--- src/rtl/sha256_pkg.sv ---
// rtl/sha256_pkg.sv - shared types and helpers for the SHA-256 block sequencer
package sha256_pkg;

  typedef enum logic [2:0] {
    ST_IDLE,
    ST_READ,
    ST_PAD,
    ST_ISSUE,
    ST_WAIT,
    ST_WRITE,
    ST_DONE
  } state_t;

  localparam int unsigned WORDS_PER_BLOCK = 16;
  localparam int unsigned DIGEST_WORDS    = 8;

  // Blocks needed for a message of `size` bytes: data, 0x80 marker, 64-bit length.
  function automatic logic [31:0] calc_nblk(input logic [31:0] size,
                                            input logic [31:0] max_blocks);
    logic [32:0] n;
    n = (({1'b0, size} + 33'd8) >> 6) + 33'd1;
    if (n > {1'b0, max_blocks}) begin
      n = {1'b0, max_blocks};
    end
    return n[31:0];
  endfunction

  // Keep the bytes before byte_idx (MSB-first), put 0x80 at byte_idx, zero the rest.
  function automatic logic [31:0] pad_word(input logic [31:0] word,
                                           input logic [1:0]  byte_idx);
    logic [31:0] keep;
    case (byte_idx)
      2'd0:    keep = 32'h0000_0000;
      2'd1:    keep = 32'hFF00_0000;
      2'd2:    keep = 32'hFFFF_0000;
      default: keep = 32'hFFFF_FF00;
    endcase
    return (word & keep) | (32'h8000_0000 >> {byte_idx, 3'b000});
  endfunction

endpackage

--- src/rtl/sha256_pad_word.sv ---
// rtl/sha256_pad_word.sv - inserts the 0x80 end-of-message marker into one word
module sha256_pad_word
  import sha256_pkg::*;
(
  input  logic [31:0] word,
  input  logic [1:0]  byte_idx,
  input  logic        is_pad_word,
  output logic [31:0] padded
);

  // Words other than the marker word pass through untouched.
  always_comb begin
    padded = is_pad_word ? pad_word(word, byte_idx) : word;
  end

endmodule

--- src/rtl/sha256_block_sequencer.sv ---
// rtl/sha256_block_sequencer.sv - fetches, pads and issues SHA-256 blocks, writes back the digest
module sha256_block_sequencer
  import sha256_pkg::*;
#(
  parameter int unsigned ADDR_W     = 16,
  parameter int unsigned MAX_BLOCKS = 1024
) (
  input  logic              clk,
  input  logic              reset_n,
  input  logic              start,
  input  logic [31:0]       message_addr,
  input  logic [31:0]       size,
  input  logic [31:0]       output_addr,
  output logic              done,
  output logic              mem_clk,
  output logic              mem_we,
  output logic [ADDR_W-1:0] mem_addr,
  output logic [31:0]       mem_write_data,
  input  logic [31:0]       mem_read_data,
  output logic              blk_valid,
  input  logic              blk_ready,
  output logic              blk_first,
  output logic [511:0]      blk_words,
  input  logic              core_done,
  input  logic [255:0]      digest
);

  localparam int unsigned BLK_W = $clog2(MAX_BLOCKS + 1);

  state_t            state;
  state_t            state_nx;
  logic [ADDR_W-1:0] msg_base_q;
  logic [ADDR_W-1:0] out_base_q;
  logic [31:0]       size_q;
  logic [BLK_W-1:0]  nblk_q;
  logic [BLK_W-1:0]  blk_q;
  logic [4:0]        rd_idx_q;
  logic              rd_pend_q;
  logic [3:0]        rd_pend_idx_q;
  logic [2:0]        wr_idx_q;
  logic [31:0]       buf_q [WORDS_PER_BLOCK];
  logic [255:0]      digest_q;

  logic [31:0]       blk_base;
  logic [31:0]       rem;
  logic [4:0]        rd_cnt;
  logic              pad_here;
  logic              is_last_blk;
  logic              issue_rd;
  logic              enter_read;
  logic [31:0]       pad_out;

  assign mem_clk = clk;

  // Per-block geometry: bytes remaining, words to fetch, where the marker lands.
  always_comb begin
    logic [31:0] rnd;
    blk_base = '0;
    blk_base[BLK_W+5:6] = blk_q;
    rem = (size_q > blk_base) ? (size_q - blk_base) : 32'd0;
    rnd = rem + 32'd3;
    rd_cnt = (rem >= 32'd64) ? 5'd16 : rnd[6:2];
    pad_here = (size_q >= blk_base) && (rem < 32'd64);
    is_last_blk = (blk_q == nblk_q - BLK_W'(1));
    issue_rd = (state == ST_READ) && (rd_idx_q < rd_cnt);
  end

  sha256_pad_word u_pad_word (
    .word        (buf_q[rem[5:2]]),
    .byte_idx    (rem[1:0]),
    .is_pad_word (pad_here),
    .padded      (pad_out)
  );

  // State register.
  always_ff @(posedge clk or negedge reset_n) begin
    if (!reset_n) begin
      state <= ST_IDLE;
    end else begin
      state <= state_nx;
    end
  end

  // Next-state logic.
  always_comb begin
    state_nx   = state;
    enter_read = 1'b0;
    case (state)
      ST_IDLE: begin
        if (start) begin
          state_nx   = ST_READ;
          enter_read = 1'b1;
        end
      end
      ST_READ: begin
        if (!issue_rd) begin
          state_nx = ST_PAD;
        end
      end
      ST_PAD: begin
        state_nx = ST_ISSUE;
      end
      ST_ISSUE: begin
        if (blk_ready) begin
          state_nx = ST_WAIT;
        end
      end
      ST_WAIT: begin
        if (core_done) begin
          if (is_last_blk) begin
            state_nx = ST_WRITE;
          end else begin
            state_nx   = ST_READ;
            enter_read = 1'b1;
          end
        end
      end
      ST_WRITE: begin
        if (wr_idx_q == 3'd7) begin
          state_nx = ST_DONE;
        end
      end
      ST_DONE: begin
        state_nx = ST_IDLE;
      end
      default: begin
        state_nx = ST_IDLE;
      end
    endcase
  end

  // Outputs decoded from state; memory is idle (address 0) whenever not reading or writing.
  always_comb begin
    done           = (state == ST_DONE);
    blk_valid      = (state == ST_ISSUE);
    blk_first      = (state == ST_ISSUE) && (blk_q == '0);
    mem_we         = (state == ST_WRITE);
    mem_addr       = '0;
    mem_write_data = '0;
    if (state == ST_WRITE) begin
      mem_addr       = out_base_q + ADDR_W'(wr_idx_q);
      mem_write_data = digest_q[{~wr_idx_q, 5'b00000} +: 32];
    end else if (issue_rd) begin
      mem_addr = msg_base_q + (ADDR_W'(blk_q) << 4) + ADDR_W'(rd_idx_q);
    end
  end

  // Present the buffer MSB-first: W[0] in the top word.
  always_comb begin
    blk_words = '0;
    for (int i = 0; i < 16; i++) begin
      blk_words[511-32*i -: 32] = buf_q[i];
    end
  end

  // Job registers, read pipeline, padding and digest capture.
  always_ff @(posedge clk or negedge reset_n) begin
    if (!reset_n) begin
      msg_base_q    <= '0;
      out_base_q    <= '0;
      size_q        <= '0;
      nblk_q        <= '0;
      blk_q         <= '0;
      rd_idx_q      <= '0;
      rd_pend_q     <= 1'b0;
      rd_pend_idx_q <= '0;
      wr_idx_q      <= '0;
      digest_q      <= '0;
      for (int i = 0; i < 16; i++) begin
        buf_q[i] <= '0;
      end
    end else begin
      if (state == ST_IDLE && start) begin
        msg_base_q <= message_addr[ADDR_W-1:0];
        out_base_q <= output_addr[ADDR_W-1:0];
        size_q     <= size;
        nblk_q     <= BLK_W'(calc_nblk(size, 32'(MAX_BLOCKS)));
        blk_q      <= '0;
      end

      if (state == ST_WAIT && core_done) begin
        if (is_last_blk) begin
          digest_q <= digest;
          wr_idx_q <= '0;
        end else begin
          blk_q <= blk_q + BLK_W'(1);
        end
      end

      // A fresh block starts from an all-zero buffer so unread words read as 0.
      if (enter_read) begin
        rd_idx_q  <= '0;
        rd_pend_q <= 1'b0;
        for (int i = 0; i < 16; i++) begin
          buf_q[i] <= '0;
        end
      end else if (state == ST_READ) begin
        rd_pend_q     <= issue_rd;
        rd_pend_idx_q <= rd_idx_q[3:0];
        if (issue_rd) begin
          rd_idx_q <= rd_idx_q + 5'd1;
        end
        if (rd_pend_q) begin
          buf_q[rd_pend_idx_q] <= mem_read_data;
        end
      end

      // Length field is written after the marker so it wins on the last block.
      if (state == ST_PAD) begin
        if (pad_here) begin
          buf_q[rem[5:2]] <= pad_out;
        end
        if (is_last_blk) begin
          buf_q[14] <= {29'd0, size_q[31:29]};
          buf_q[15] <= {size_q[28:0], 3'b000};
        end
      end

      if (state == ST_WRITE) begin
        wr_idx_q <= wr_idx_q + 3'd1;
      end
    end
  end

endmodule

--- config.mk ---
export PLATFORM = sky130hd
export DESIGN_NAME = sha256_block_sequencer
export DESIGN_NICKNAME = d
export VERILOG_FILES = /design/src/rtl/sha256_pkg.sv /design/src/rtl/sha256_pad_word.sv /design/src/rtl/sha256_block_sequencer.sv
export SDC_FILE = /design/constraint.sdc
export NUM_CORES = 2
export LEC_CHECK = 0
export ABC_AREA = 1
export CAP_MARGIN = 20
export CORE_AREA = 5 5 430 432
export CTS_CLUSTER_SIZE = 14
export DETAILED_ROUTE_END_ITERATION = 12
export DIE_AREA = 0 0 435 437
export GPL_ROUTABILITY_DRIVEN = 0
export SLEW_MARGIN = 40
export SYNTH_ARGS = -nofsm -noshare
export SYNTH_HDL_FRONTEND = slang
export SYNTH_HIERARCHICAL = 1
export SYNTH_SLANG_ARGS = --single-unit
--- constraint.sdc ---
create_clock -name clk -period 6.23 [get_ports clk]
set_input_delay 1.5575 -clock clk [delete_from_list [all_inputs] [get_ports clk]]
set_output_delay 1.5575 -clock clk [all_outputs]
set_load 0.03 [all_outputs]
# After elaboration in Yosys (flattened, before gate mapping)
# Index checks and enable logic that the tools add are counted.
dict set report op_classes {
  order_cmp 10
  shifts 2
  addsub 11
  n_reduce_logical 19
  n_eq_ne 15
  bitwise 6
  muxes 45
}
# cell count
set ops {}
lappend ops {{$mux W512} 5}
lappend ops {{$bwmux W512} 2}
lappend ops {{$demux W32 S4} 2}
lappend ops {{$shiftx A256 B9 Y32} 1}
lappend ops {{$mux W32} 7}
lappend ops {{$bmux W32 S4} 1}
lappend ops {{$pmux W32 S3} 1}
lappend ops {{$mux W64} 1}
lappend ops {{$mux W11} 4}
lappend ops {{$add A32 B4 Y33 const B} 1}
lappend ops {{$and A32 B32 Y32} 1}
lappend ops {{$ge A32 B17 Y1} 1}
lappend ops {{$ge A32 B7 Y1 const B} 1}
lappend ops {{$gt A32 B17 Y1} 1}
lappend ops {{$lt A32 B7 Y1 const B} 1}
lappend ops {{$mux W16} 2}
lappend ops {{$or A32 B32 Y32} 1}
lappend ops {{$shr A32 B5 Y32 const A} 1}
lappend ops {{$sub A32 B17 Y32} 1}
lappend ops {{$add A27 B1 Y28 const B} 1}
lappend ops {{$gt A28 B11 Y1 const B} 1}
lappend ops {{$mux W3} 9}
lappend ops {{$mux W5} 4}
lappend ops {{$pmux W3 S6} 1}
lappend ops {{other kinds (31)} 57}
dict set report totals {
  register_bits 870
  out_inout_bits 565
}

# Logic depth before layout (Yosys ltp)
dict set report depth {
  depth_word 13
  mapped_depth 29
  depth_no_buf 27
}

# By module
# Netlist, hierarchy kept.
# mod n_inst cells_per_inst seq_area_each_um2 area_each_um2
set by_module_without_submodules {}
lappend by_module_without_submodules {sha256_block_sequencer 1 7401 21770.9 51764.6}
lappend by_module_without_submodules {sha256_pad_word 1 76 0.0 314.1}

==> impl_metrics.json <==
{
  "status": "complete, but fails checks",
  "violations": "negative setup slack",
  "synth_mux_area_share_pct": 0,
  "syn_nets": 7923,
  "clkSlewWorstSetupHoldPaths_ns": 0.05,
  "grtUsageTotal_pct": 26.48,
  "clk_latency_ns": 0.90,
  "drv_cap": 0,
  "wl_per_cell_um": 24.95,
  "grt_max_degree": 188,
  "setup_violations": 14,
  "cts_tree": "built",
  "yosysSeqAreaShare_pct": 41.80,
  "via_per_inst": 5.413,
  "synthAdderAreaFrac_pct": 1.427,
  "fin_ws_ns": -0.07189,
  "yosys_warnings": 6,
  "synth_area_leaders": "dfrtp_1 42%, nand2_1 17%, o21ai_0 7.5%",
  "start_util_pct": 28.91,
  "synthXorXnorAreaFrac_pct": 0.9250,
  "rows": 156,
  "wirelength_mm": 263.8,
  "place_hpwl_mm": 193.1,
  "synthSimpleGateAreaFrac_pct": 31.73,
  "utilization_pct": 37.84,
  "yosys.area.top_type": "dfrtp_1",
  "synthArstFlopShare_pct": 100.0,
  "drtAntennaViolNets": 0,
  "drtIter0Drc": 7520,
  "die_h_um": 437,
  "syn_area_um2": 52080,
  "p_leak_nw": 30.98,
  "fin_crit_ns": 6.302,
  "synth-seq-cells": 870,
  "slew_viol_final": 0,
  "num-nets-final": 8544,
  "synth.most_common_cell": "nand2_1",
  "endpoint_kind": "output pin",
  "total_power_mw": 23.64,
  "cellPowerDensity_nw_per_um2": 346.8,
  "hold_viol": 0,
  "fin_skew_ns": 0.08604,
  "synth_top_family_by_area": "simple AND/OR/NAND/NOR gates",
  "vias": 57240,
  "avgSynthCellArea_um2": 6.965,
  "crit_path_cell_trace": "inv_1 > ha_2 > inv_2 > fa_2 > nand3_1 > nand3_2 > nand2_1 > nand2_2 > nand2_4 > buf_4 > a21oi_1 > nor2_1 > nand2_1 > nor2_4 > nand2_2 > or3_4 > ha_4 > a21oi_2 > nand3b_1 > a41oi_2 > nand2_4 > buf_16 > o22ai_4 > buf_6",
  "timing.final.crit_share_pct": 101.2,
  "synth_top_area_share_pct": 41.80,
  "slew_headroom_pct": 37.50,
  "cp_slowest_cell": "dfrtp_1",
  "synth_flop_cell": "dfrtp_1",
  "hp-class": "reg -> reg",
  "design.die.area_um2": 190100,
  "ctsHoldBuffers": 0,
  "die_x_um": 435,
  "yosys.cell_types.count": 52,
  "grt_antenna_before_repair": 39,
  "post-place-ws_ns": 0.2269,
  "grt_overflow": 0,
  "cp.required_ns": 4.67,
  "synthCells": 7477,
  "area_growth_pct": 30.91,
  "synth_compound_area_share_pct": 16.31,
  "drc": 0,
  "grt_pass1_vias": 53470,
  "coreArea_um2": 180200,
  "whs_ns": 0.4634,
  "synth_common_cells": "2369 x nand2_1, 870 x dfrtp_1, 781 x o21ai_0, 729 x nor2_1, 657 x nand3_1",
  "synth_edf_count": 0,
  "critPathMaxFanout": 7,
  "first_pass_iters": 7,
  "slowest_delay_ns": 0.39,
  "timing.fmax_mhz": 158.7,
  "criticalPathCategory": "reg -> out",
  "drive_above_1_share_pct": 6.645,
  "rsz0062_at_grt": "yes",
  "worstPathArrival_ns": 4.74,
  "tightest_slew_ns": 0.9289,
  "grt_pass1_wl_mm": 379.6,
  "io_pins": 954,
  "vdd_drop_max_v": 0.0002910,
  "crit_path_start_kind": "register",
  "io_buffers": 921
}
==> cell usage in the layout, fill, tap and decap left out, types with 13 or more instances in the layout <==
master	count
a21oi_1	228
a22oi_1	247
a31oi_1	35
buf_12	31
buf_4	93
buf_6	19
bufinv_16	19
clkbuf_1	14
clkbuf_16	110
clkbuf_8	15
clkdlybuf4s50_1	904
clkinv_2	23
dfrtp_1	868
diode_2	17
ha_1	42
inv_1	388
inv_2	29
nand2_1	2344
nand2_2	34
nand3_1	651
nand3_2	13
nand4_1	92
nor2_1	719
nor2_2	15
nor2_4	24
nor3_1	21
o21ai_0	768
o21ai_1	196
o22ai_1	39
xnor2_1	15
xor2_1	40
==> kinds of logic after synthesis <==
family                   after synthesis
AND/OR/NAND/NOR                     3969
buffers and inverters                981
adder cells (fa/ha/maj)               57
XOR/XNOR                              55
flip-flops                           870
AO/OA/AOI/OAI                       1545
==> cell type report <==
class                   count  area, um2
diodes                     17      42.54
clock buffers             140       3022
clock inverters            61      942.2
fillers                 18510     112000
inverters                 429       1648
multi-input cells        5626      26840
flip-flops and latches    870      21780
well taps                2370       2965
repair buffers           1061      10930
==> report_power, final <==
| group | switching, mW | leakage, nW | total, mW | internal [mW] |
|---|---|---|---|---|
| combinational | 6.87 | 17.0 | 9.71 | 2.84 |
| clock | 2.84 | 1.93 | 7.07 | 4.24 |
| sequential | 0.670 | 12.0 | 6.86 | 6.19 |
| total | 10.4 | 31.0 | 23.6 | 13.3 |
==> worst max-delay path: cells and delay by family (launching register included) <==
kind	cells	cell delay (ns)
AOI/OAI and AO/OA	4	0.58
adders and majority gates	3	0.73
DFF	1	0.39
buffers and inverters	5	0.63
and+or+nand+nor	12	1.57
==> final timing paths <==
path	slack, ns	start	depth (start not counted)	endpoint
worst max-delay path	-0.07	size_q[6]	24	mem_addr[5]
worst min-delay path	0.46	digest_q[70]	2	digest_q[70]
worst max register to register	0.98	size_q[6]	25	blk_words[17]
worst min register to register	0.46	digest_q[70]	2	digest_q[70]
max in group asynchronous	4.21	reset_n	3	wr_idx_q[0]
min in group asynchronous	0.59	reset_n	1	blk_words[189]
==> layer usage <==
layer	global-route usage, %	part of all wire [%]	wire length [um]
met1	33.01	38	101300
met5	0	0.074	195
met3	6.590	9.8	25780
met4	15.57	6.9	18280
met2	41.64	45	118200
==> stage by stage <==
| step | area [um2] | TNS, ns | std cells |
|---|---|---|---|
| floorplan | 52080 | 0 | 7477 |
| global placement | 63050 | 0 | 10320 |
| detailed placement | 63380 | 0 | 10340 |
| CTS | 67880 | -1.399 | 10550 |
| global route | 68160 | -5.264 | 10570 |
| finish | 68170 | -0.7603 | 10570 |
==> registers in the layout, indices dropped and copies added, names as in the netlist, 5 cells and up <==
register	cells
blk_words	512
out_base_q	16
msg_base_q	16
size_q	32
blk_q	11
nblk_q	11
digest_q	256
rd_idx_q	5
==> repair_timing <==
action                                  in CTS  in global routing
endpoints found under the setup margin      16                 16
setup buffers                               11                  1
pin swaps                                   10                  5
cloned                                       1                  0
gates resized for setup                     90                 18
Power figures use the tool's default switching activity.
